### src/rtl/multicycle_ctrl.sv
// Multicycle control sequencer: FETCH/REGREAD/DATAMEM/REGWRITE with per-opcode phase skipping.
// Latency: strobes are a direct decode of the state register (0 extra cycles); ALU 3, BLQZ 2, ST 3+w, LD 4+w.
// Backpressure: DATAMEM stalls on mem_ack with a MEM_WAIT_MAX timeout into HALT; halt_req honoured at retire.
module multicycle_ctrl #(
   parameter int OP_W         = 3,
   parameter int OP_LD        = 5,
   parameter int OP_ST        = 6,
   parameter int OP_BLQZ      = 7,
   parameter int MEM_WAIT_MAX = 8,
   parameter int CNT_W        = 16
) (
   input  logic             clk,
   input  logic             reset,
   input  logic             start,
   input  logic [OP_W-1:0]  opcode,
   input  logic             zero_flag,
   input  logic             mem_ack,
   input  logic             halt_req,
   output logic [2:0]       state_o,
   output logic             ir_load,
   output logic             rf_re,
   output logic             mem_req,
   output logic             mem_we,
   output logic             rf_we,
   output logic             pc_we,
   output logic             pc_sel_branch,
   output logic             mem_err,
   output logic             done,
   output logic [CNT_W-1:0] cycle_cnt,
   output logic [CNT_W-1:0] instr_cnt
);

   localparam logic [2:0] S_IDLE     = 3'd0;
   localparam logic [2:0] S_FETCH    = 3'd1;
   localparam logic [2:0] S_REGREAD  = 3'd2;
   localparam logic [2:0] S_DATAMEM  = 3'd3;
   localparam logic [2:0] S_REGWRITE = 3'd4;
   localparam logic [2:0] S_HALT     = 3'd5;

   localparam int WW = (MEM_WAIT_MAX > 1) ? $clog2(MEM_WAIT_MAX) : 1;
   localparam logic [WW-1:0]   WAIT_LAST = WW'(MEM_WAIT_MAX - 1);
   localparam logic [OP_W-1:0] LD_C      = OP_W'(OP_LD);
   localparam logic [OP_W-1:0] ST_C      = OP_W'(OP_ST);
   localparam logic [OP_W-1:0] BR_C      = OP_W'(OP_BLQZ);
   localparam logic [CNT_W-1:0] CNT_MAX  = {CNT_W{1'b1}};

   logic [2:0]    state;
   logic [2:0]    next_state;
   logic [WW-1:0] wait_cnt;
   logic          retire;
   logic          timeout;
   logic          is_ld;
   logic          is_st;
   logic          is_br;
   logic          active;

   assign is_ld   = (opcode == LD_C);
   assign is_st   = (opcode == ST_C);
   assign is_br   = (opcode == BR_C);
   assign state_o = state;
   assign active  = (state == S_FETCH) || (state == S_REGREAD) ||
                    (state == S_DATAMEM) || (state == S_REGWRITE);

   // Next-state and strobe decode; any retire is redirected to HALT when halt_req is up.
   always_comb begin
      next_state    = state;
      ir_load       = 1'b0;
      rf_re         = 1'b0;
      mem_req       = 1'b0;
      mem_we        = 1'b0;
      rf_we         = 1'b0;
      pc_we         = 1'b0;
      pc_sel_branch = 1'b0;
      retire        = 1'b0;
      timeout       = 1'b0;
      case (state)
         S_IDLE: begin
            if (start) next_state = S_FETCH;
         end
         S_FETCH: begin
            ir_load    = 1'b1;
            next_state = S_REGREAD;
         end
         S_REGREAD: begin
            rf_re = 1'b1;
            if (is_ld || is_st) begin
               next_state = S_DATAMEM;
            end else if (is_br) begin
               pc_we         = 1'b1;
               pc_sel_branch = zero_flag;
               retire        = 1'b1;
            end else begin
               next_state = S_REGWRITE;
            end
         end
         S_DATAMEM: begin
            mem_req = 1'b1;
            mem_we  = is_st;
            if (mem_ack) begin
               if (is_st) begin
                  pc_we  = 1'b1;
                  retire = 1'b1;
               end else begin
                  next_state = S_REGWRITE;
               end
            end else if (wait_cnt == WAIT_LAST) begin
               timeout    = 1'b1;
               next_state = S_HALT;
            end
         end
         S_REGWRITE: begin
            rf_we  = 1'b1;
            pc_we  = 1'b1;
            retire = 1'b1;
         end
         S_HALT: begin
            if (start) next_state = S_FETCH;
         end
         default: next_state = S_IDLE;
      endcase
      if (retire) next_state = halt_req ? S_HALT : S_FETCH;
   end

   // State register and the DATAMEM wait counter (zero on every entry to DATAMEM).
   always_ff @(posedge clk or posedge reset) begin
      if (reset) begin
         state    <= S_IDLE;
         wait_cnt <= '0;
      end else begin
         state    <= next_state;
         wait_cnt <= (state == S_DATAMEM && next_state == S_DATAMEM) ? wait_cnt + 1'b1 : '0;
      end
   end

   // Sticky status: done mirrors HALT residency, mem_err holds until restart from HALT.
   always_ff @(posedge clk or posedge reset) begin
      if (reset) begin
         done    <= 1'b0;
         mem_err <= 1'b0;
      end else begin
         done <= (next_state == S_HALT);
         if (timeout)
            mem_err <= 1'b1;
         else if (state == S_HALT && start)
            mem_err <= 1'b0;
      end
   end

   // Saturating perf counters; they survive HALT and are cleared only by reset.
   always_ff @(posedge clk or posedge reset) begin
      if (reset) begin
         cycle_cnt <= '0;
         instr_cnt <= '0;
      end else begin
         if (active && cycle_cnt != CNT_MAX) cycle_cnt <= cycle_cnt + 1'b1;
         if (pc_we && instr_cnt != CNT_MAX)  instr_cnt <= instr_cnt + 1'b1;
      end
   end

endmodule

### config.mk
export PLATFORM = sky130hd
export DESIGN_NAME = multicycle_ctrl
export DESIGN_NICKNAME = d
export VERILOG_FILES = /design/src/rtl/multicycle_ctrl.sv
export SDC_FILE = /design/constraint.sdc
export NUM_CORES = 1
export LEC_CHECK = 0
export CAP_MARGIN = 15
export CELL_PAD_IN_SITES_DETAIL_PLACEMENT = 1
export CELL_PAD_IN_SITES_GLOBAL_PLACEMENT = 2
export CORE_ASPECT_RATIO = 1.2
export CORE_MARGIN = 8
export CORE_UTILIZATION = 31
export DETAILED_ROUTE_END_ITERATION = 12
export MAX_ROUTING_LAYER = met4
export PLACE_DENSITY_LB_ADDON = 0.1
export SLEW_MARGIN = 5
export SYNTH_ARGS = -nofsm -noshare
export SYNTH_HDL_FRONTEND = slang
export SYNTH_SLANG_ARGS = --single-unit
### constraint.sdc
create_clock -name clk -period 2.1 [get_ports clk]
set_input_delay 0.42 -clock clk [delete_from_list [all_inputs] [get_ports clk]]
set_output_delay 0.42 -clock clk [all_outputs]
set_load 0.02 [all_outputs]
==> impl_metrics.py, run 1 <==
metrics = {
    "status": {
        "outcome": "finished, final reports clean",
    },
    "timing": {
        "period_needed_ps": 1990,
        "slew_viol_final": 0,
        "slew_headroom": 0.657,
        "setup_tns_ps": 0,
        "hold_viol_final": 0,
        "fin_worst_skew_ps": 7.18,
        "clock.fmax_mhz": 502,
        "period_share": 0.948,
        "max_slew.worst_pin.slew_ps": 515,
        "grt_setup_unrepaired": "false",
        "setup_viol": 0,
    },
    "finish": {
        "drive_gt1_frac": 0.186,
        "antennaDiodeCount": 0,
        "fin_area_um2": 2940,
        "nNetsFinal": 282,
        "fin_cells": 356,
        "fill_cells": 774,
        "syn_to_final_growth_pct": 40.4,
    },
    "grt": {
        "grt_remaining_overflow": 0,
        "grt_max_degree": 41,
        "first_global_vias": 1887,
        "antenna_found_initial": 0,
        "track_usage": 0.126,
        "grt_pass1_wl_um": 9710,
    },
    "setup_path": {
        "crit_start": "state_o[1]$_DFF_PP0_",
        "critPathRequiredTime_ps": 1680,
        "timing.rr.start": "cycle_cnt[1]$_DFFE_PP0P_",
        "r2r-end": "cycle_cnt[1]$_DFFE_PP0P_",
        "critPathLaunchType": "flip-flop",
        "end_kind": "primary output",
        "crit_fanout": 7,
        "crit_slowest_cell": "dfrtp_1",
        "endpoint": "rf_we",
        "crit_type": "reg2out",
        "rrSetupSlack_ps": 250,
        "r2r_cells": 5,
        "crit_chain": "buf_4, or2b_1, nor2_1, dlygate4sd2_1",
        "arrival_ps": 1570,
        "max_stage_delay_ps": 430,
    },
    "synthesis": {
        "synth-seq-cells": 40,
        "synth_top_area_frac": 0.478,
        "syn_area_um2": 2090,
        "ys_seq_area_frac": 0.478,
        "synth.area.top_cells": "dfrtp_1 (48%), xnor2_1 (9.6%), nand4_1 (4.2%)",
        "async_flop_share": 1.00,
        "yosysUniqueCellTypes": 46,
        "synth_edf_count": 0,
        "synth_nets": 205,
        "synth_most_common_cell": "dfrtp_1",
        "avgSynthCellArea_um2": 10.9,
        "synthCells": 192,
        "synth.largest_area_cell": "dfrtp_1",
        "ys_warn_count": 0,
        "synth_ff_type": "dfrtp_1",
        "synth_common_cells": "dfrtp_1 (40), xnor2_1 (23), nand3_1 (14), nand4_1 (14)",
    },
    "hold_path": {
        "min_path_type": "reg2reg",
        "holdPathStages": 1,
    },
    "place": {
        "dp_hpwl_um": 4160,
        "place_area_um2": 2870,
        "routabilityCongestion": 0.827,
        "dp.cells": 349,
        "portBuffers": 52,
    },
    "power_and_ir_drop": {
        "seq_power_share": 0.361,
        "clockPowerShare": 0.156,
        "p_per_area_nw_per_um2": 1060,
        "ir_worst_vdd_mv": 0.619,
        "p_leak_nw": 1.31,
        "switching_power_w": 0.00120,
        "swShare": 0.388,
        "power_frac_comb": 0.483,
        "internal_power_w": 0.00190,
    },
    "cts": {
        "clock_path_buffers": 2,
        "cts_hold_buffers": 0,
        "cts_setup_buffers": 0,
        "ctsHtreeMaxLevel": 2,
        "clk_latency_ps": 290,
        "cts_num_sinks": 40,
        "cts_tree": "done",
        "cts_buffers": 5,
        "clkSlewWorstSetupHoldPaths_ps": 80,
        "cts_root_buf": "clkbuf_8",
    },
    "floorplan": {
        "dieHeight_um": 106,
        "initial_core_util": 0.313,
        "ios": 53,
        "core-area_um2": 6690,
        "dieArea_um2": 9650,
        "die_w_um": 91.0,
        "rows": 33,
    },
    "drt": {
        "ant_nets": 0,
        "drt_wl_total_um": 5360,
        "firstDrtPassIters": 4,
        "vias": 1725,
        "routedWlPerCell_um": 15.1,
        "route.detailed.drc": 0,
        "via_per_inst": 4.85,
        "drt_iter0_markers": 45,
    },
    "run": {
        "drv_cap": 0,
    },
}
[worst min path at each step]
stage	start	to	slack, ps
finish	wait_cnt[0]$_DFF_PP0_	wait_cnt[0]$_DFF_PP0_	440
global route	wait_cnt[0]$_DFF_PP0_	wait_cnt[0]$_DFF_PP0_	480
CTS	wait_cnt[0]$_DFF_PP0_	wait_cnt[0]$_DFF_PP0_	450
detailed placement	wait_cnt[0]$_DFF_PP0_	wait_cnt[0]$_DFF_PP0_	440
global placement	wait_cnt[0]$_DFF_PP0_	wait_cnt[0]$_DFF_PP0_	430
floorplan	wait_cnt[0]$_DFF_PP0_	wait_cnt[0]$_DFF_PP0_	420
[final cells by class]
type | count | area, um^2 | area share
inverter | 4 | 16.3 | 0.00553
multi-input combinational | 143 | 1050 | 0.357
tap | 87 | 109 | 0.0370
sequential | 40 | 1000 | 0.341
clock buffer | 6 | 72.6 | 0.0247
timing repair buffer | 75 | 687 | 0.234
clock inverter | 1 | 5.00 | 0.00170
[critical path: cells and delay by family (launching register included)]
family / cells / cell delay [ps]
buf+inv: 2 / 520
flops: 1 / 430
simple gates: 2 / 310
[registers in the layout (all words and copies together), names as in the netlist]
name       count
cycle_cnt     16
wait_cnt       3
done           1
state_o        3
instr_cnt     16
mem_err        1
[power groups by stage]
stage	sequential [W]	combinational [W]	clock [W]
4_1_cts	0.00113	0.00153	0.000508
6_report	0.00112	0.00150	0.000484
2_1_floorplan	0.00128	0.000683	0
3_5_place_dp	0.00114	0.00154	0
5_1_grt	0.00116	0.00164	0.000539
3_3_place_gp	0.00114	0.00154	0
[logic make-up after synthesis]
kind of cell	share of synthesized area
AND/OR/NAND/NOR	0.250
flip-flops	0.478
XOR/XNOR	0.133
AO/OA/AOI/OAI	0.0675
buffers and inverters	0.0263
multiplexers	0.0215
adder cells (fa/ha/maj)	0.0239
[routing by layer]
layer | wire length, um | GRT usage | part of all wire | vias to the layer above
li1 | - | - | - | 844
met1 | 2410 | 0.149 | 0.45 | 830
met2 | 2600 | 0.201 | 0.49 | 43
met3 | 267 | 0.0359 | 0.050 | 8
met4 | 89 | 0.0434 | 0.017 | 0
met5 | 0 | - | 0 | -
[layout by cell type (no fill, tap or decap), drive strengths merged, types with 2 or more instances in the layout]
| cell type | instances |
|---|---|
| a22oi | 2 |
| nand4 | 15 |
| xnor2 | 25 |
| o21ai | 4 |
| nor3 | 3 |
| nand3 | 15 |
| clkdlybuf4s50 | 45 |
| buf | 24 |
| o211ai | 2 |
| ha | 4 |
| clkinv | 2 |
| xor2 | 5 |
| mux2 | 4 |
| clkbuf | 8 |
| nor2 | 8 |
| dlygate4sd2 | 3 |
| and4 | 4 |
| nor4 | 2 |
| and3 | 11 |
| nor3b | 3 |
| inv | 3 |
| and2 | 3 |
| dfrtp | 40 |
| nand2 | 12 |
| a21oi | 5 |
| nor2b | 2 |
[metrics by stage]
stage | total power, W | setup slack (ps) | hold WS [ps] | utilization
6_report | 0.00311 | 108 | 445 | 0.440
5_1_grt | 0.00334 | 12.6 | 475 | 0.440
4_1_cts | 0.00317 | 7.63 | 454 | 0.441
3_5_place_dp | 0.00268 | -314 | 443 | 0.429
3_3_place_gp | 0.00267 | -306 | 432 | 0.429
2_1_floorplan | 0.00197 | 205 | 416 | -
[what timing repair did]
item / CTS / global route
endpoints found under the setup margin: 7 / 3
gates resized for setup: 12 / 7
endpoints found under the hold margin: 0 / 0
(Power assumes the default switching activity.)
==> run 2, diff against run 1 <==
==> constraint.sdc (replaced) <==
create_clock -name clk -period 2.1 [get_ports clk]
set_input_delay 0.21 -clock clk [delete_from_list [all_inputs] [get_ports clk]]
set_output_delay 0.21 -clock clk [all_outputs]
set_load 0.02 [all_outputs]
==> run 2 against run 1 <==
Effect of this change:
- combinational power is 6% lower
- worst setup slack got worse by 44 ps
- largest cell class unchanged
- sequential cell count is the same
- hold slack worse by 94 ps
- critical path type unchanged
- register-to-register slack lost 60 ps
- clock power grew 10%
- sequential share of layout area grew 0.47 points
==> impl_metrics.py, run 2 (synthesis results as in run 1) <==
metrics = {
    "power_and_ir_drop": {
        "p_per_area_nw_per_um2": 1070,
        "p_leak_nw": 1.29,
        "swShare": 0.391,
        "clockPowerShare": 0.173,
        "power_frac_comb": 0.455,
        "seq_power_share": 0.372,
        "ir_worst_vdd_mv": 0.406,
        "internal_power_w": 0.00189,
        "switching_power_w": 0.00121,
    },
    "timing": {
        "hold_viol_final": 0,
        "slew_headroom": 0.656,
        "max_slew.worst_pin.slew_ps": 516,
        "clock.fmax_mhz": 491,
        "timing.final.ws_setup_ps": 64.7,
        "setup_viol": 0,
        "setup_tns_ps": 0,
        "slew_viol_final": 0,
        "period_share": 0.969,
        "grt_setup_unrepaired": "false",
        "period_needed_ps": 2040,
        "fin_worst_skew_ps": 6.97,
    },
    "drt": {
        "vias": 1724,
        "drt_wl_total_um": 5370,
        "drt_iter0_markers": 24,
        "routedWlPerCell_um": 15.4,
        "ant_nets": 0,
        "via_per_inst": 4.94,
        "firstDrtPassIters": 4,
        "route.detailed.drc": 0,
    },
    "floorplan": {
        "dieHeight_um": 106,
        "rows": 33,
        "die_w_um": 91.0,
        "initial_core_util": 0.313,
        "core-area_um2": 6690,
        "ios": 53,
        "dieArea_um2": 9650,
    },
    "place": {
        "dp_worst_setup_slack_ps": 81.9,
        "routabilityCongestion": 0.808,
        "dp.cells": 340,
        "dp_hpwl_um": 4180,
        "portBuffers": 52,
    },
    "finish": {
        "fill_cells": 774,
        "antennaDiodeCount": 0,
        "final_cell_mix": "clkdlybuf4s50_1 (47), dfrtp_1 (38), xnor2_1 (23)",
        "top_regs": "cycle_cnt: 16 flops, instr_cnt: 16 flops",
        "layout_commonest_cell": "clkdlybuf4s50_1",
        "syn_to_final_growth_pct": 38.7,
        "multi_input_area_um2": 1040,
        "postLayoutCoreUtil": 0.434,
        "drive_gt1_frac": 0.149,
        "regArea_um2": 1000,
        "fin_cells": 349,
        "nNetsFinal": 274,
    },
    "cts": {
        "clock_path_buffers": 2,
        "cts_root_buf": "clkbuf_8",
        "ctsHtreeMaxLevel": 2,
        "clkSlewWorstSetupHoldPaths_ps": 80,
        "cts_tree": "done",
        "clk_latency_ps": 290,
        "cts_buffers": 5,
        "cts_num_sinks": 40,
    },
    "status": {
        "outcome": "finished, final reports clean",
    },
    "grt": {
        "grt_max_degree": 41,
        "grt_remaining_overflow": 0,
        "first_global_vias": 1941,
        "grt_pass1_wl_um": 9470,
        "track_usage": 0.121,
        "antenna_found_initial": 0,
    },
    "setup_path": {
        "end_kind": "primary output",
        "crit_fanout": 6,
        "rrSetupSlack_ps": 190,
        "crit_type": "reg2out",
        "crit_slowest_cell": "clkdlybuf4s50_1",
        "arrival_ps": 1830,
        "crit_chain": "nor3b_4, and3_1, clkdlybuf4s50_1",
        "max_stage_delay_ps": 600,
        "critPathLaunchType": "flip-flop",
        "critPathRequiredTime_ps": 1890,
    },
    "hold_path": {
        "min_path_type": "in2async",
    },
    "run": {
        "drv_cap": 0,
    },
}
==> run 2: cell types whose count changed in the layout (fill, tap and decap cells not counted), sizes merged <==
cell	delta
clkinvlp	+1
buf	-9
clkbuf	-1
dlymetal6s2s	+1
clkinv	-1
clkdlybuf4s50	+2
clkdlybuf4s15	-1
dlygate4sd2	+1
==> run 2: final timing paths <==
| check | start | endpoint | cells past startpoint |
|---|---|---|---|
| setup / recovery | state_o[0]$_DFF_PP0_ | pc_sel_branch | 3 |
| hold / removal | reset | cycle_cnt[2]$_DFFE_PP0P_ | 3 |
| setup reg to reg | cycle_cnt[0]$_DFFE_PP0P_ | cycle_cnt[1]$_DFFE_PP0P_ | 5 |
| hold reg to reg | wait_cnt[0]$_DFF_PP0_ | wait_cnt[0]$_DFF_PP0_ | 1 |
| max in group asynchronous | reset | state_o[1]$_DFF_PP0_ | 3 |
| min in group clk | wait_cnt[0]$_DFF_PP0_ | wait_cnt[0]$_DFF_PP0_ | 1 |
==> run 2: worst max-delay path: cells and delay by family (launching register included) <==
family | cells | cell delay (ps)
flip-flops | 1 | 470
buffers and inverters | 1 | 600
AND/OR/NAND/NOR | 2 | 470
==> run 2: routing by layer <==
metal / global-route usage / vias to the layer above / share of wire
met5: - / - / 0
met4: 0.0469 / 0 / 0.022
met3: 0.0352 / 12 / 0.053
met2: 0.193 / 56 / 0.48
met1: 0.142 / 830 / 0.45
li1: - / 826 / -
==> run 2: cell type report <==
| type | instances | share of cell area |
|---|---|---|
| Multi-Input combinational cell | 143 | 0.358 |
| Sequential cell | 40 | 0.346 |
| Timing Repair Buffer | 67 | 0.221 |
| Tap cell | 87 | 0.0375 |
| Clock buffer | 7 | 0.0297 |
| Inverter | 4 | 0.00560 |
| Clock inverter | 1 | 0.00259 |
==> run 2: timing repair <==
item | CTS | global route
setup endpoints to repair | 6 | 1
setup buffers | 1 | 0
hold buffers | 0 | 0
pin swaps | 0 | 0
gates resized for setup | 6 | 1
==> run 2: power groups by stage <==
stage                     Sequential, W  Clock, W  Combinational, W
final                           0.00115  0.000534           0.00141
after CTS                       0.00115  0.000561           0.00144
after global placement          0.00116         0           0.00143
after detailed placement        0.00117         0           0.00145
after global routing            0.00119  0.000580           0.00154
after floorplan                 0.00128         0          0.000683
==> run 2: through the flow <==
step,hold slack (ps),instance area (um^2),total power (W)
after global placement,437,2800,0.00259
after CTS,362,2900,0.00316
after detailed placement,443,2800,0.00261
after global routing,394,2900,0.00330
after floorplan,283,2090,0.00197
final,351,2900,0.00309
==> run 3, diff against run 2 <==
==> constraint.sdc (replaced) <==
create_clock -name clk -period 2.1 [get_ports clk]
set_input_delay 0.21 -clock clk [delete_from_list [all_inputs] [get_ports clk]]
set_output_delay 0.21 -clock clk [all_outputs]
set_load 0.05 [all_outputs]
==> run 3 against run 2 <==
Effect of this change:
- sequential cell count unchanged
- utilization down 0.34 points
- largest cell class unchanged
- maximum frequency up 8.4%
- hold slack better by 2.4 ps
- non-clock buffer count down 6
- first-iteration DRC count up 46%
- sequential share of layout area up 0.27 points
- total power up 12%
- via count down 1.6%
==> impl_metrics.py, run 3 (synthesis results as in run 1) <==
metrics = {
    "power_and_ir_drop": {
        "swShare": 0.468,
        "power_frac_comb": 0.522,
        "p_per_area_nw_per_um2": 1200,
        "switching_power_w": 0.00162,
        "internal_power_w": 0.00184,
        "clockPowerShare": 0.143,
        "p_leak_nw": 1.24,
        "total_power_w": 0.00346,
        "ir_worst_vdd_mv": 0.802,
        "seq_power_share": 0.335,
    },
    "drt": {
        "vias": 1696,
        "ant_nets": 0,
        "routedWlPerCell_um": 15.6,
        "route.detailed.drc": 0,
        "drt_wl_total_um": 5340,
        "drt_iter0_markers": 35,
        "via_per_inst": 4.96,
        "firstDrtPassIters": 4,
    },
    "setup_path": {
        "crit_slowest_cell": "clkdlybuf4s50_1",
        "cp_num_buf_inv": 1,
        "crit_type": "reg2out",
        "crit_chain": "clkdlybuf4s50_1",
        "endpoint": "state_o[0]",
        "path_delay_family": "buffers and inverters",
        "r2r-end": "instr_cnt[1]$_DFFE_PP0P_",
        "crit_fanout": 7,
        "end_kind": "primary output",
        "cp.depth": 1,
        "arrival_ps": 1670,
        "critPathRequiredTime_ps": 1890,
        "rrSetupSlack_ps": 230,
        "critPathLaunchType": "flip-flop",
        "max_stage_delay_ps": 860,
        "r2r_cells": 6,
        "crit_start": "state_o[0]$_DFF_PP0_",
        "timing.rr.start": "instr_cnt[1]$_DFFE_PP0P_",
    },
    "cts": {
        "clk_latency_ps": 290,
        "cts_num_sinks": 40,
        "cts_buffers": 5,
        "cts_root_buf": "clkbuf_8",
        "cts_setup_buffers": 0,
        "ctsResizeCount": 0,
        "cts_hold_buffers": 0,
        "clkSlewWorstSetupHoldPaths_ps": 80,
        "clock_path_buffers": 2,
        "ctsHtreeMaxLevel": 2,
        "cts_tree": "done",
    },
    "timing": {
        "period_needed_ps": 1880,
        "setup_viol": 0,
        "fin_worst_skew_ps": 4.53,
        "hold_viol_final": 0,
        "grt_setup_unrepaired": "false",
        "period_share": 0.894,
        "clock.fmax_mhz": 533,
        "slew_viol_final": 0,
        "max_slew.worst_pin.slew_ps": 522,
        "slew_headroom": 0.652,
        "setup_tns_ps": 0,
    },
    "floorplan": {
        "initial_core_util": 0.313,
        "die_w_um": 91.0,
        "core-area_um2": 6690,
        "rows": 33,
        "ios": 53,
        "dieArea_um2": 9650,
        "dieHeight_um": 106,
    },
    "finish": {
        "nNetsFinal": 268,
        "regArea_um2": 1000,
        "drive_gt1_frac": 0.169,
        "final_cell_mix": "clkdlybuf4s50_1 (45), dfrtp_1 (38), xnor2_1 (23)",
        "syn_to_final_growth_pct": 37.6,
        "top_regs": "cycle_cnt: 16 flops, instr_cnt: 16 flops",
        "layout_commonest_cell": "clkdlybuf4s50_1",
        "fill_cells": 761,
        "antennaDiodeCount": 0,
        "multi_input_area_um2": 1050,
    },
    "place": {
        "routabilityCongestion": 0.774,
        "portBuffers": 52,
        "dp_hpwl_um": 4000,
    },
    "status": {
        "outcome": "finished, final reports clean",
    },
    "hold_path": {
        "min_path_type": "in2async",
    },
    "grt": {
        "grt_pass1_wl_um": 9430,
        "grt_remaining_overflow": 0,
        "grt_max_degree": 41,
        "first_global_vias": 1887,
        "track_usage": 0.122,
        "antenna_found_initial": 0,
    },
    "run": {
        "drv_cap": 0,
    },
}
run 3: cell count changes in the layout (fill, tap and decap cells not counted), sizes merged:
cell,change
buf,+1
clkbuf,-2
clkdlybuf4s50,-2
clkinv,+1
dlygate4sd2,-4
dlymetal6s2s,-1
run 3: worst min-delay path by stage:
| stage | slack (ps) | cells past startpoint | startpoint | to |
|---|---|---|---|---|
| floorplan | 280 | 1 | mem_ack | wait_cnt[0]$_DFF_PP0_ |
| global placement | 430 | 1 | wait_cnt[0]$_DFF_PP0_ | wait_cnt[0]$_DFF_PP0_ |
| detailed placement | 440 | 1 | wait_cnt[0]$_DFF_PP0_ | wait_cnt[0]$_DFF_PP0_ |
| CTS | 380 | 3 | reset | cycle_cnt[15]$_DFFE_PP0P_ |
| global route | 420 | 3 | reset | cycle_cnt[14]$_DFFE_PP0P_ |
| finish | 350 | 3 | reset | cycle_cnt[15]$_DFFE_PP0P_ |
run 3: cell type report:
| cell class | count | area share |
|---|---|---|
| Tap cell | 87 | 0.0378 |
| Clock buffer | 5 | 0.0239 |
| Multi-Input combinational cell | 143 | 0.365 |
| Clock inverter | 2 | 0.00434 |
| Sequential cell | 40 | 0.348 |
| Timing Repair Buffer | 61 | 0.215 |
| Inverter | 4 | 0.00564 |
run 3: tightest hold or removal path, cell delays in order:
cell	delay, ps
clkdlybuf4s50_1	400
inv_1	50
buf_4	430
run 3: power groups by stage:
stage          registers (W)  logic, W  clock network, W
2_1_floorplan        0.00161  0.000768                 0
3_3_place_gp         0.00118   0.00182                 0
3_5_place_dp         0.00117   0.00183                 0
4_1_cts              0.00117   0.00183          0.000527
5_1_grt              0.00120   0.00194          0.000553
6_report             0.00116   0.00181          0.000496
run 3: layer usage:
metal / up-vias / global-route usage / wire (um)
li1: 819 / - / -
met1: 831 / 0.154 / 2600
met2: 39 / 0.186 / 2410
met3: 7 / 0.0324 / 258
met4: 0 / 0.0387 / 70
met5: - / - / 0
run 3: metrics by stage:
step	instance area [um^2]	std cells	setup slack, ps	hold WS [ps]	util
floorplan	2110	192	-119	283	-
global placement	2800	335	177	431	0.419
detailed placement	2800	335	161	440	0.419
CTS	2880	342	195	383	0.431
global route	2880	342	128	417	0.431
finish	2880	342	223	353	0.431
